$ cat config.mk
export PLATFORM = sky130hd
export DESIGN_NAME = fixed_to_float_flat
export DESIGN_NICKNAME = d
export VERILOG_FILES = /design/src/rtl/cordic_pkg.sv /design/src/rtl/fixed_to_float_if.sv /design/src/rtl/fixed_to_float.sv /design/src/flat_wrapper.sv
export SDC_FILE = /design/constraint.sdc
export NUM_CORES = 1
export LEC_CHECK = 0
export BUFFER_PORTS_ARGS = -buffer_cell sky130_fd_sc_hd__buf_2
export CORE_MARGIN = 3
export CORE_UTILIZATION = 40
export CTS_CLUSTER_SIZE = 20
export DETAILED_ROUTE_END_ITERATION = 8
export HOLD_SLACK_MARGIN = 0.03
export SYNTH_ARGS = -nofsm -noshare
export SYNTH_HDL_FRONTEND = slang
export SYNTH_SLANG_ARGS = --single-unit
$ cat constraint.sdc
create_clock -name clk -period 2.4 [get_ports clk]
set_clock_uncertainty 0.05 [all_clocks]
set_input_delay 0.72 -clock clk [delete_from_list [all_inputs] [get_ports clk]]
set_output_delay 0.72 -clock clk [all_outputs]
set_load 0.01 [all_outputs]
$ cat src/rtl/cordic_pkg.sv
`timescale 1ns/1ps
`default_nettype none
// ============================================================================
// Module      : cordic_pkg
// Description : Shared constants for the fixed<->float front ends of the
//               CORDIC datapath. It holds the fixed-point geometry, the
//               IEEE-754 single-precision field layout and the converter
//               state encoding.
// Ports       : none (package)
// Revision    : 1.0 - initial release
// ============================================================================
package cordic_pkg;

    localparam int INTEGER_WIDTH    = 4;
    localparam int FRACTIONAL_WIDTH = 20;
    localparam int FLOAT_DATA_WIDTH = 32;
    localparam int FLOAT_BIAS       = 127;
    localparam int FLOAT_MANT_WIDTH = 23;

    localparam int FIXED_WIDTH      = INTEGER_WIDTH + FRACTIONAL_WIDTH;
    localparam int SHIFT_WIDTH      = 5;    // holds a normalize shift of 0..23

    typedef enum logic [2:0] {
        IDLE = 3'd0,
        ABS  = 3'd1,
        NORM = 3'd2,
        PACK = 3'd3,
        DONE = 3'd4
    } conv_state_e;

endpackage : cordic_pkg
`default_nettype wire

$ cat src/rtl/fixed_to_float_if.sv
`timescale 1ns/1ps
`default_nettype none
// ============================================================================
// Module      : fixed_to_float_if
// Description : Valid/ready handshake bundle for the fixed-to-float converter.
//               Input side : in_valid, in_ready, fixed_in
//               Output side: out_valid, out_ready, float_out
//               master - the producer/consumer environment around the block
//               slave  - the converter itself
// Revision    : 1.0 - initial release
// ============================================================================
interface fixed_to_float_if #(
    parameter int FIXED_WIDTH = cordic_pkg::FIXED_WIDTH,
    parameter int FLOAT_WIDTH = cordic_pkg::FLOAT_DATA_WIDTH
);

    logic                   in_valid;
    logic                   in_ready;
    logic [FIXED_WIDTH-1:0] fixed_in;
    logic                   out_valid;
    logic                   out_ready;
    logic [FLOAT_WIDTH-1:0] float_out;

    modport master (
        output in_valid, fixed_in, out_ready,
        input  in_ready, out_valid, float_out
    );

    modport slave (
        input  in_valid, fixed_in, out_ready,
        output in_ready, out_valid, float_out
    );

endinterface : fixed_to_float_if
`default_nettype wire

$ cat src/rtl/fixed_to_float.sv
`timescale 1ns/1ps
`default_nettype none
// ============================================================================
// Module      : fixed_to_float
// Description : Converts a signed two's-complement fixed-point value
//               (INTEGER_WIDTH.FRACTIONAL_WIDTH, 24 bits total) into an
//               IEEE-754 single-precision float. Exact conversion: take the
//               magnitude, left-normalize one bit per cycle, then pack.
// Ports       : clk    - rising-edge clock
//               rst    - asynchronous active-low reset
//               clk_en - global enable; low freezes every register
//               bus    - fixed_to_float_if.slave handshake bundle
// Revision    : 1.0 - initial release
// ============================================================================
module fixed_to_float #(
    parameter int INTEGER_WIDTH    = cordic_pkg::INTEGER_WIDTH,
    parameter int FRACTIONAL_WIDTH = cordic_pkg::FRACTIONAL_WIDTH,
    parameter int FLOAT_DATA_WIDTH = cordic_pkg::FLOAT_DATA_WIDTH
) (
    input  logic              clk,
    input  logic              rst,
    input  logic              clk_en,
    fixed_to_float_if.slave   bus
);

    import cordic_pkg::*;

    localparam int FIXED_W  = INTEGER_WIDTH + FRACTIONAL_WIDTH;
    localparam int MSB      = FIXED_W - 1;
    // Biased exponent when no normalize shift was needed (k = 0).
    localparam int EXP_BASE = FLOAT_BIAS + FLOAT_MANT_WIDTH - FRACTIONAL_WIDTH;

    // A 24-bit magnitude fits the 23-bit mantissa plus hidden bit exactly,
    // so no rounding logic exists; any other geometry is rejected.
    generate
        if (FIXED_W != 24 || FLOAT_DATA_WIDTH != 32) begin : g_width_check
            $error("fixed_to_float: INTEGER_WIDTH+FRACTIONAL_WIDTH must be 24 and FLOAT_DATA_WIDTH 32");
        end
    endgenerate

    conv_state_e                 state_q, state_d;
    logic [FIXED_W-1:0]          fixed_q, fixed_d;
    logic                        sign_q,  sign_d;
    logic [FIXED_W-1:0]          mag_q,   mag_d;
    logic [SHIFT_WIDTH-1:0]      k_q,     k_d;
    logic [FLOAT_DATA_WIDTH-1:0] float_q, float_d;

    logic [7:0]                  exp_w;

    assign exp_w = 8'(EXP_BASE - int'(k_q));

    always_ff @(posedge clk or negedge rst) begin
        if (!rst) begin
            state_q <= IDLE;
            fixed_q <= '0;
            sign_q  <= 1'b0;
            mag_q   <= '0;
            k_q     <= '0;
            float_q <= '0;
        end else if (clk_en) begin
            state_q <= state_d;
            fixed_q <= fixed_d;
            sign_q  <= sign_d;
            mag_q   <= mag_d;
            k_q     <= k_d;
            float_q <= float_d;
        end
    end

    always_comb begin
        state_d = state_q;
        fixed_d = fixed_q;
        sign_d  = sign_q;
        mag_d   = mag_q;
        k_d     = k_q;
        float_d = float_q;

        case (state_q)
            IDLE: begin
                if (bus.in_valid) begin
                    fixed_d = bus.fixed_in;
                    state_d = ABS;
                end
            end
            ABS: begin
                sign_d  = fixed_q[MSB];
                // Negating the most-negative code wraps back to 0x800000,
                // which is the correct unsigned magnitude.
                mag_d   = fixed_q[MSB] ? -fixed_q : fixed_q;
                k_d     = '0;
                state_d = (fixed_q == '0) ? PACK : NORM;
            end
            NORM: begin
                if (mag_q[MSB]) begin
                    state_d = PACK;
                end else begin
                    mag_d = {mag_q[MSB-1:0], 1'b0};
                    k_d   = k_q + 5'd1;
                end
            end
            PACK: begin
                // Only a zero input reaches PACK with a zero magnitude;
                // it packs as +0.0 regardless of sign.
                if (mag_q == '0) begin
                    float_d = '0;
                end else begin
                    float_d = {sign_q, exp_w, mag_q[FLOAT_MANT_WIDTH-1:0]};
                end
                state_d = DONE;
            end
            DONE: begin
                if (bus.out_ready) begin
                    state_d = IDLE;
                end
            end
            default: begin
                state_d = IDLE;
            end
        endcase
    end

    assign bus.in_ready  = (state_q == IDLE);
    assign bus.out_valid = (state_q == DONE);
    assign bus.float_out = float_q;

endmodule : fixed_to_float
`default_nettype wire

$ cat src/flat_wrapper.sv
// flat-port wrapper written by rule: the top's interface ports become plain ports
module fixed_to_float_flat import cordic_pkg::*;
#(
    parameter int INTEGER_WIDTH    = cordic_pkg::INTEGER_WIDTH,
    parameter int FRACTIONAL_WIDTH = cordic_pkg::FRACTIONAL_WIDTH,
    parameter int FLOAT_DATA_WIDTH = cordic_pkg::FLOAT_DATA_WIDTH
)
  (clk, rst, clk_en, bus_in_valid, bus_fixed_in, bus_out_ready, bus_in_ready, bus_out_valid, bus_float_out);
  fixed_to_float_if #(.FIXED_WIDTH(24), .FLOAT_WIDTH(32)) bus_i ();
  input  logic clk;
  input  logic rst;
  input  logic clk_en;
  input wire logic [$bits(bus_i.in_valid)-1:0] bus_in_valid;
  input wire logic [$bits(bus_i.fixed_in)-1:0] bus_fixed_in;
  input wire logic [$bits(bus_i.out_ready)-1:0] bus_out_ready;
  output wire logic [$bits(bus_i.in_ready)-1:0] bus_in_ready;
  output wire logic [$bits(bus_i.out_valid)-1:0] bus_out_valid;
  output wire logic [$bits(bus_i.float_out)-1:0] bus_float_out;
  assign bus_i.in_valid = bus_in_valid;
  assign bus_i.fixed_in = bus_fixed_in;
  assign bus_i.out_ready = bus_out_ready;
  assign bus_in_ready = bus_i.in_ready;
  assign bus_out_valid = bus_i.out_valid;
  assign bus_float_out = bus_i.float_out;
  fixed_to_float #(.INTEGER_WIDTH(INTEGER_WIDTH), .FRACTIONAL_WIDTH(FRACTIONAL_WIDTH), .FLOAT_DATA_WIDTH(FLOAT_DATA_WIDTH)) u_core (.clk(clk), .rst(rst), .clk_en(clk_en), .bus(bus_i));
endmodule
== Yosys cells after proc, flatten, opt, wreduce, memory -nomap -nowiden ==
Cells that the tools add are included.
Word-level totals
  register bits: 89
Operators by class
  $add $sub $neg: 3
  equal/unequal tests: 8
  mux-type cells: 11
  reductions and logical operators: 10
Operators by type and width (number)
  $logic_not A24 Y1: 2
  $mux W24: 2
  $pmux W24 S2: 1
  $mux W32: 1
  $neg A24 Y24: 1
  $pmux W3 S5: 1
  $pmux W5 S2: 1
  $mux W3: 3
  $sub A8 B5 Y8 const A: 1
  $eq A3 B2 Y1 const B: 2
  $ne A2 B2 Y1 const B: 3
  $reduce_and A2 Y1: 3
  $reduce_and A3 Y1: 2
  $add A5 B1 Y5 const B: 1
  $mux W5: 1
  $reduce_and A4 Y1: 1
  $eq A3 B1 Y1 const B: 1
  $eq A3 B3 Y1 const B: 1
  $logic_not A3 Y1: 1
  $ne A2 B1 Y1 const B: 1
  $reduce_bool A2 Y1: 1
  $mux W1: 1

== Logic depth before layout (Yosys ltp) ==
  depth after elaboration: 3
  gate-level depth with buffers: 7

== Worst setup path after synthesis ==
OpenSTA, ideal clock, no wires.
  kind: input to register
  start: in clk_en
  end: reg u_core.float_q[10], in the netlist u_core.bus.float_out[10]
  arrival: 1.759 ns
  data required time: 2.225 ns
  stages: 4
  setup slack: 0.467 ns
  buffers on the path: 1
  cell sequence: nor2b_1 > nand3_1 > clkbuf_1 > mux2_2
Between the ends
  longest elaborated chain between the ends: 1
Ends and longest elaborated chain
  start: declaration: RTL line flat_wrapper.sv:12  | input logic clk_en;
  $reduce_and A2 Y1 (no line)
  end signal: assignment: RTL line fixed_to_float.sv:66  | float_q <= float_d;
  end: declaration: RTL line fixed_to_float.sv:46  | logic [FLOAT_DATA_WIDTH-1:0] float_q, float_d;
No other way between the ends.
A chain may end at the register's enable or synchronous reset.

== Final worst setup path ==
  start: reg u_core.state_q[0]
  end: out bus_out_valid
Between the ends
  longest elaborated chain between the ends: 1
Ends and longest elaborated chain
  start: declaration: RTL line fixed_to_float.sv:41  | conv_state_e state_q, state_d;
  start signal: assignment: RTL line fixed_to_float.sv:61  | state_q <= state_d;
  $eq A3 B3 Y1: RTL line fixed_to_float.sv:123  | assign bus.out_valid = (state_q == DONE);
  end: declaration: RTL line flat_wrapper.sv:17  | output wire logic [$bits(bus_i.out_valid)-1:0] bus_out_valid;
No other way between the ends.

==> results.py <==
metrics = {
    "routing": {
        "wl_mm": 9.81,
        "antenna_left": 0,
        "dr.first_iter.drc_count": 254,
        "wl_per_cell_um": 16.2,
        "via_per_inst": 5.40,
        "drcViolationCount": 0,
        "vias": 3276,
        "dr.pass1.iters": 4,
    },
    "die": {
        "initial_core_util_pct": 41.7,
        "die_area_um2": 12200,
        "die_w_um": 110,
        "chipHeight_um": 110,
        "ios": 63,
        "rows": 37,
        "coreArea_um2": 10500,
    },
    "synth": {
        "ys_types": 49,
        "syn_inst": 400,
        "ys.flop_type": "dfrtp_1",
        "ys_seq_area_share_pct": 51.1,
        "yosysWarnings": 0,
        "synth_area_um2": 4360,
        "syn_nets": 431,
        "syn_area_per_cell_um2": 10.9,
        "synth_seq_cells": 89,
        "yosysTopAreaCell": "dfrtp_1",
        "synth_area_leaders": "dfrtp_1, mux2_2, nand2_1",
        "ys_async_sr_fraction_pct": 100,
        "synth.top_cell.area_share_pct": 51.1,
        "synth_edf_count": 0,
    },
    "global_routing": {
        "met2_usage_pct": 25.4,
        "first_global_vias": 3288,
        "grtUsageMet3_pct": 4.00,
        "grt_antenna_before_repair": 0,
        "grt_pass1_wl_mm": 16.8,
        "grt_remaining_overflow": 0,
        "grt_most_used_layer": "met2",
        "grt_usage_pct": 16.6,
        "grt_start_max_net_pins": 42,
        "grt_use_met1_pct": 23.3,
    },
    "power": {
        "irDropWorstVdd_v": 0.000555,
        "power_density_nw_per_um2": 1360,
        "p_leak_nw": 2.30,
    },
    "setup_path": {
        "crit_path_start_kind": "flip-flop",
        "cpPeakStageDelay_ns": 0.43,
        "cp.arrival_ns": 1.37,
        "worstPathMaxFanout": 9,
        "critPathCaptureType": "output pin",
        "reg2regPathDepth": 4,
        "cp_cell_sequence": "buf_4 -> nor2_1 -> and2_1 -> buf_2",
        "crit_family": "flip-flops",
        "required_ns": 1.63,
        "reg2reg_slack_ns": 0.31,
        "rr_startpoint": "u_core.state_q[1]",
        "crit_start": "u_core.state_q[0]",
        "r2r-end": "u_core.mag_q[1]",
        "critical_path_class": "reg -> out",
        "slowest_stage": "dfrtp_1",
        "critPathBufInv": 2,
    },
    "clocking": {
        "cts.sinks": 89,
        "cts.reportedPaths.clkPinSlew_ns": 0.09,
        "cts-resized-gates": 0,
        "post_cts_buffers": 0,
        "numCtsBuffers": 9,
        "clk_latency_ns": 0.36,
        "hold_buffers": 0,
        "cts_tree": "yes",
        "clk_path_buf_depth": 2,
        "clock-root-buffer": "clkbuf_8",
        "htreeDepth": 3,
    },
    "timing": {
        "fin_crit_sh_pct": 89.0,
        "finalSetupTns_ns": 0,
        "slew_viol_final": 0,
        "slew_headroom_pct": 55.7,
        "max_freq_mhz": 468,
        "final.min_clock_period_ns": 2.14,
        "rsz0062_at_grt": "false",
        "setup_viol": 0,
        "worst_pin_slew_ns": 0.662,
        "final-hold-violation-count": 0,
    },
    "outcome": {
        "status": "complete, no violations",
    },
    "placement": {
        "io_buffers": 62,
        "finalWeightedCongestion": 0.842,
        "hpwl_mm": 7.28,
    },
    "final_layout": {
        "antenna_cells": 0,
        "synthToLayoutAreaGrowth_pct": 16.5,
        "final_common_cell": "dfrtp_1",
        "nets": 498,
        "drive_gt1_share_pct": 32.5,
        "final_cell_mix": "dfrtp_1, buf_2, mux2_2, nand2_1, nor2_1",
        "filler_cell_count": 1008,
        "finish.utilization_pct": 48.6,
    },
    "job": {
        "drv_cap": 0,
    },
    "hold_path": {
        "hp-class": "in -> async",
    },
}
==> flip-flops by register name, indices dropped and copies added, names as in the netlist <==
signal                count
u_core.fixed_q           24
u_core.k_q                5
u_core.mag_q             24
u_core.sign_q             1
u_core.bus.float_out     32
u_core.state_q            3
==> kinds of logic (layout without fill, tap and decap cells) <==
logic type / after synthesis / in the layout / synth area share [%]
AOI/OAI and AO/OA: 88 / 88 / 14.2
muxes: 50 / 50 / 12.8
xor gates and xnor gates: 22 / 22 / 4.42
adders and majority gates: 2 / 2 / 0.574
and+or+nand+nor: 117 / 117 / 13.9
DFF: 89 / 89 / 51.1
buffers and inverters: 32 / 103 / 3.01
==> through the flow <==
| stage | cells | area [um^2] | hold slack [ns] | setup WS, ns | total power [mW] |
|---|---|---|---|---|---|
| after floorplan | 400 | 4360 | 0.374 | 0.467 | 4.93 |
| after global placement | 592 | 4900 | 0.402 | 0.369 | 5.89 |
| after detailed placement | 592 | 4900 | 0.408 | 0.330 | 5.97 |
| after CTS | 607 | 5080 | 0.238 | 0.251 | 6.97 |
| after global routing | 607 | 5080 | 0.252 | 0.127 | 7.45 |
| final | 607 | 5080 | 0.238 | 0.265 | 6.90 |
==> metal layers <==
| metal | share of wire, % | vias up |
|---|---|---|
| li1 | - | 1593 |
| met1 | 48 | 1590 |
| met2 | 46 | 78 |
| met3 | 4.5 | 15 |
| met4 | 1.5 | 0 |
| met5 | 0 | - |
==> where the power goes <==
part	total (mW)	leakage, nW	switching, mW	internal (mW)
registers	2.94	1.09	0.755	2.19
clock network	0.980	0.0909	0.511	0.469
logic	2.98	1.12	1.57	1.41
total	6.90	2.30	2.84	4.07
==> cells in the mapped netlist (2+ instances only) <==
| master | number |
|---|---|
| dfrtp_1 | 89 |
| mux2_2 | 47 |
| nand2_1 | 37 |
| nor2_1 | 28 |
| o21ai_0 | 23 |
| a21oi_1 | 19 |
| xor2_1 | 15 |
| clkbuf_1 | 14 |
| nor4_1 | 11 |
| nor3_1 | 10 |
| o31ai_1 | 9 |
| buf_2 | 8 |
| inv_1 | 8 |
| xnor2_1 | 7 |
| a41oi_1 | 6 |
| and3_1 | 6 |
| a221oi_1 | 5 |
| nand2b_1 | 4 |
| nand3_1 | 4 |
| nand4_1 | 4 |
| o41ai_2 | 4 |
| a31oi_1 | 3 |
| mux2i_1 | 3 |
| a22oi_1 | 2 |
| a2bb2oi_1 | 2 |
| and2_1 | 2 |
| ha_1 | 2 |
| nor2b_1 | 2 |
| o2111ai_1 | 2 |
| o21ai_1 | 2 |
| o221ai_1 | 2 |
| o41ai_1 | 2 |
| or3b_2 | 2 |
==> cell type report <==
class,instances,area [um^2],share of cell area (%)
Sequential cell,89,2230,43.8
Clock inverter,6,60.1,1.18
Timing Repair Buffer,80,460,9.06
Tap cell,136,170,3.35
Multi-Input combinational cell,279,2010,39.5
Inverter,8,30.0,0.591
Clock buffer,9,124,2.44
==> worst max-delay path by stage <==
stage,end,slack (ns),cells after the start
5_1_grt,u_core.mag_q[10],0.13,6
2_1_floorplan,u_core.bus.float_out[10],0.47,4
3_3_place_gp,u_core.mag_q[1],0.37,4
4_1_cts,bus_out_valid,0.25,4
3_5_place_dp,u_core.mag_q[1],0.33,4
6_report,bus_out_valid,0.26,4
Power figures use the tool's default switching activity.
